--- config.mk ---
export PLATFORM = sky130hd
export DESIGN_NAME = nios_to_pb_passer
export DESIGN_NICKNAME = d
export VERILOG_FILES = /design/src/rtl/pb_nios_pkg.sv /design/src/rtl/nios_to_pb_passer.sv
export SDC_FILE = /design/constraint.sdc
export NUM_CORES = 1
export LEC_CHECK = 0
export BUFFER_PORTS_ARGS = -buffer_cell sky130_fd_sc_hd__buf_4
export CORE_UTILIZATION = 49
export DETAILED_ROUTE_END_ITERATION = 12
export GPL_TIMING_DRIVEN = 0
export PLACE_DENSITY = 0.84
export SYNTH_ARGS = -nofsm -noshare
export SYNTH_HDL_FRONTEND = slang
export SYNTH_SLANG_ARGS = --single-unit
--- constraint.sdc ---
create_clock -name clk -period 2.4 [get_ports clk]
set_clock_uncertainty 0.05 [all_clocks]
set_input_delay 0.36 -clock clk [delete_from_list [all_inputs] [get_ports clk]]
set_output_delay 0.36 -clock clk [all_outputs]
set_load 0.01 [all_outputs]
--- src/rtl/pb_nios_pkg.sv ---
// Shared definitions for the NIOS-to-packet-buffer word passer:
// FSM state encodings and bit positions of the NIOS handshake words.
package pb_nios_pkg;

  typedef enum logic [3:0] {
    ST_IDLE       = 4'd0,
    ST_ARM        = 4'd1,
    ST_REQ        = 4'd2,
    ST_WAIT_VALID = 4'd3,
    ST_WRITE      = 4'd4,
    ST_WAIT_DROP  = 4'd5,
    ST_ABORT      = 4'd6
  } state_t;

  localparam int DATA_LSB = 0;
  localparam int VALID    = 16;
  localparam int ACK      = 17;
  localparam int ABORTED  = 29;
  localparam int RDY      = 30;
  localparam int REQUEST  = 31;

  localparam int DATA_W = 16;
  localparam int ADDR_W = 9;

endpackage

--- src/rtl/nios_to_pb_passer.sv ---
// Moves WORDS 16-bit words from the NIOS four-phase handshake port into
// the packet buffer, one write pulse per word at consecutive addresses.
module nios_to_pb_passer
  import pb_nios_pkg::*;
#(
  parameter logic [ADDR_W-1:0] WORDS = 9'd256
) (
  input  logic              clk,
  input  logic              rst,
  input  logic              do_transfer,
  input  logic [31:0]       nios_packets_out_or_output_signals,
  output logic [31:0]       nios_packets_in_or_input_signals,
  output logic [ADDR_W-1:0] pb_address_proc_write,
  output logic [DATA_W-1:0] pb_data_proc_write,
  output logic              pb_wren_proc_write,
  output logic              transfered
);

  state_t              state_q, state_d;
  logic [ADDR_W-1:0]   count_q;
  logic                aborted_q;
  logic                rdy, valid, request, ack;
  logic [DATA_W-1:0]   word;
  logic                unused_in;

  assign rdy   = nios_packets_out_or_output_signals[RDY];
  assign valid = nios_packets_out_or_output_signals[VALID];
  assign word  = nios_packets_out_or_output_signals[DATA_LSB +: DATA_W];
  assign unused_in = ^{nios_packets_out_or_output_signals[31],
                       nios_packets_out_or_output_signals[29:17]};

  always_ff @(posedge clk) begin
    // NOTE: non-blocking assignments so every register samples the pre-edge state.
    if (rst) begin
      state_q               <= ST_IDLE;
      count_q               <= '0;
      aborted_q             <= 1'b0;
      pb_address_proc_write <= '0;
      pb_data_proc_write    <= '0;
    end else begin
      state_q <= state_d;
      if (state_q == ST_IDLE)  count_q <= '0;
      if (state_q == ST_WRITE) count_q <= count_q + 1'b1;
      if (state_q == ST_WAIT_VALID && state_d == ST_WRITE) begin
        pb_data_proc_write    <= word;
        pb_address_proc_write <= count_q;
      end
      // Aborted stays visible through IDLE so NIOS can read it; the next arm clears it.
      if (state_d == ST_ABORT)    aborted_q <= 1'b1;
      else if (state_d == ST_ARM) aborted_q <= 1'b0;
    end
  end

  always_comb begin
    // NOTE: defaults first so no path through the case infers a latch.
    state_d            = state_q;
    pb_wren_proc_write = 1'b0;
    ack                = 1'b0;
    request            = 1'b0;
    transfered         = 1'b0;
    case (state_q)
      ST_IDLE: begin
        transfered = 1'b1;
        if (do_transfer) state_d = ST_ARM;
      end
      ST_ARM: begin
        if (!do_transfer) state_d = ST_REQ;
      end
      ST_REQ: begin
        request = 1'b1;
        if (rdy) state_d = ST_WAIT_VALID;
      end
      ST_WAIT_VALID: begin
        if (!rdy)       state_d = ST_ABORT;
        else if (valid) state_d = ST_WRITE;
      end
      ST_WRITE: begin
        pb_wren_proc_write = 1'b1;
        ack                = 1'b1;
        state_d            = ST_WAIT_DROP;
      end
      ST_WAIT_DROP: begin
        // count_q already includes the word just written
        ack = 1'b1;
        if (!rdy)        state_d = ST_ABORT;
        else if (!valid) state_d = (count_q == WORDS) ? ST_IDLE : ST_WAIT_VALID;
      end
      ST_ABORT: begin
        state_d = ST_IDLE;
      end
      default: begin
        state_d = ST_IDLE;
      end
    endcase
  end

  always_comb begin
    nios_packets_in_or_input_signals          = '0;
    nios_packets_in_or_input_signals[REQUEST] = request;
    nios_packets_in_or_input_signals[ACK]     = ack;
    nios_packets_in_or_input_signals[ABORTED] = aborted_q;
  end

endmodule

==> impl_metrics.tcl <==
set metrics [dict create \
    status "complete, no violations" \
    cts_resized 0 \
    synth_edf_count 0 \
    numCtsBuffers 5 \
    power_switching_uw 286 \
    p_int_mw 1.02 \
    numPortBuffers 49 \
    grt_util_met2_pct 34.5 \
    finalCritPeriodShare_pct 90.0 \
    ctsHoldBuffers 0 \
    cts_sinks 39 \
    viasPerCell 4.84 \
    wire_per_inst_um 10.5 \
    critical_path_class "reg2out" \
    yosysWarnings 0 \
    report.final.slew_viol_count 0 \
    grt_pass1_vias 1527 \
    synth_top_cell_area_share_pct 40.6 \
    post_cts_buffers 0 \
    holdWs_ns 0.264 \
    syn_to_final_growth_pct 33.8 \
    hold_end "pb_data_proc_write[5]" \
    coreArea_sq_um 3720 \
    clk_latency_ns 0.28 \
    p_leak_nw 1.19 \
    end_kind "output pin" \
    critPathRequiredTime_ns 1.99 \
    min-delay-start "nios_packets_out_or_output_signals[5]" \
    synth.most_common_cell "nand2_1" \
    cts_tree "yes" \
    ys.flop_type "dfxtp_1" \
    cts_root_buffer "clkbuf_8" \
    netlist_instances 248 \
    routed-via-count 1848 \
    avgSynthCellArea_sq_um 7.75 \
    die_area_sq_um 4180 \
    ys_seq_area_share_pct 40.6 \
    cts_buffer_depth 2 \
    grt_antenna_before_repair 0 \
    grt_max_degree 14 \
    wl_um 4010 \
    reg2reg_depth 5 \
    combPwrFrac_pct 9.1 \
    dieHeight_um 64.6 \
    diodes 0 \
    grt_usage_pct 19.6 \
    critPathLaunchType "register" \
    clkPwrFrac_pct 41.0 \
    fin_nets 370 \
    finalHoldViolations 0 \
    async_flop_share_pct 0 \
    grt-busiest-layer "met2" \
    ant_nets 0 \
    fin_area_sq_um 2570 \
    ys_types 40 \
    rsz0062_at_grt "no" \
    worstReg2RegEnd "aborted_q" \
    drc 0 \
    drv_cap 0 \
    syn_area_sq_um 1920 \
    cp.arrival_ns 1.75 \
    start_util_pct 51.8 \
    power.density_nw_per_um2 507 \
    grt_remaining_overflow 0 \
    setup-tns-final_ns 0 \
    p_seq_share_pct 49.9 \
    min_period_ns 2.16 \
    synth-seq-cells 39 \
    use_met3_pct 7.39 \
    grt_pass1_wl_um 6420 \
    fmax_mhz 463 \
    dpl_cell_area_sq_um 2460 \
    yosys-top-cells-count "nand2_1 (53), dfxtp_1 (39), a21oi_1 (37), buf_4 (33), nor2_1 (13)" \
    ir_drop_mv 0.257 \
    place_congestion 0.850 \
    holdCritPathClass "in2reg" \
    path_clk_slew_ns 0.07 \
    yosys.area.top_type "dfxtp_1" \
    p_sw_share_pct 21.9 \
    ioPinCount 94 \
    first_pass_iters 4 \
    gr-usage-met1_pct 22.0 \
    synth.area.top_cells "dfxtp_1 (41%), buf_4 (13%), nand2_1 (10%)" \
    htree_levels 2 \
    drive_gt1_share_pct 29.3 \
    reg2reg_slack_ns 0.55 \
    cp_max_fo 10 \
    setup_viol 0 \
    hpwl_um 2990 \
    num_rows 22 \
    hold_depth 3 \
    first_iter_violations 95 \
    die_x_um 64.6 \
    rr_startpoint "state_q[2]" \
]
## power groups by stage
stage | Combinational, mW | Clock [mW] | Sequential [mW]
6_report | 0.119 | 0.535 | 0.651
3_5_place_dp | 0.117 | 0 | 0.666
5_1_grt | 0.130 | 0.582 | 0.651
4_1_cts | 0.118 | 0.550 | 0.651
2_1_floorplan | 0.0809 | 0 | 0.666
3_3_place_gp | 0.117 | 0 | 0.666
## final cells by class
cell class / instances / area [sq um]
Timing Repair Buffer: 49 / 368
Sequential cell: 39 / 781
Tap cell: 48 / 60.1
Multi-Input combinational cell: 185 / 922
Clock inverter: 3 / 43.8
Clock buffer: 5 / 68.8
Inverter: 7 / 26.3
Fill cell: 335 / 1140
Buffer: 46 / 303
## worst max path at each step
stage | cells after the start | slack, ns | from | endpoint
floorplan | 4 | 0.72 | state_q[0] | transfered
global placement | 5 | 0.53 | state_q[0] | transfered
detailed placement | 5 | 0.55 | state_q[0] | transfered
CTS | 5 | 0.23 | state_q[0] | transfered
global route | 5 | 0.16 | state_q[0] | transfered
finish | 5 | 0.24 | state_q[0] | transfered
## per-stage QoR
stage | util [%] | std cells | worst slack, ns | power (mW)
after global routing | 69.2 | 382 | 0.163 | 1.36
after floorplan | - | 277 | 0.724 | 0.746
final | 69.2 | 382 | 0.240 | 1.31
after CTS | 69.2 | 382 | 0.228 | 1.32
after detailed placement | 66.2 | 374 | 0.552 | 0.784
after global placement | 66.2 | 374 | 0.533 | 0.783
## critical path, stage by stage (launching register included)
cell and delay [ns]:
dfxtp_1 0.31, buf_2 0.17, or3_2 0.47, clkbuf_1 0.23
nor2_1 0.15, buf_4 0.14
## cell families after synthesis
| family | synth area share (%) |
|---|---|
| simple gates | 23.7 |
| buf+inv | 17.1 |
| fa+ha+maj | 1.30 |
| compound gates | 17.0 |
| other cells | 0.195 |
| flops | 40.6 |
## flip-flops by register name, summed over array words and instances (netlist names)
| register | count |
|---|---|
| pb_address_proc_write | 9 |
| state_q | 4 |
| count_q | 9 |
| aborted_q | 1 |
| pb_data_proc_write | 16 |
## routing by layer
layer / up-vias / part of all wire, %
met4: 0 / 0.20
met5: - / 0
li1: 947 / -
met1: 824 / 44
met2: 75 / 47
met3: 2 / 8.9
## cell usage in the layout (no fill, tap or decap), drive strengths merged, types with 2 or more instances in the layout
cell and count:
a21o 2, nor3 4, nor2 13, inv 7
and2 2, o21ai 6, nor3b 2, or3 3
a21oi 37, buf 86, conb 30, nand2 53
or2b 2, nand3 3, nor2b 3, clkinv 2
dfxtp 39, a41oi 2, clkbuf 14, and3 3
nand4 3, ha 2
No activity file was read; power rests on OpenSTA's default activity.
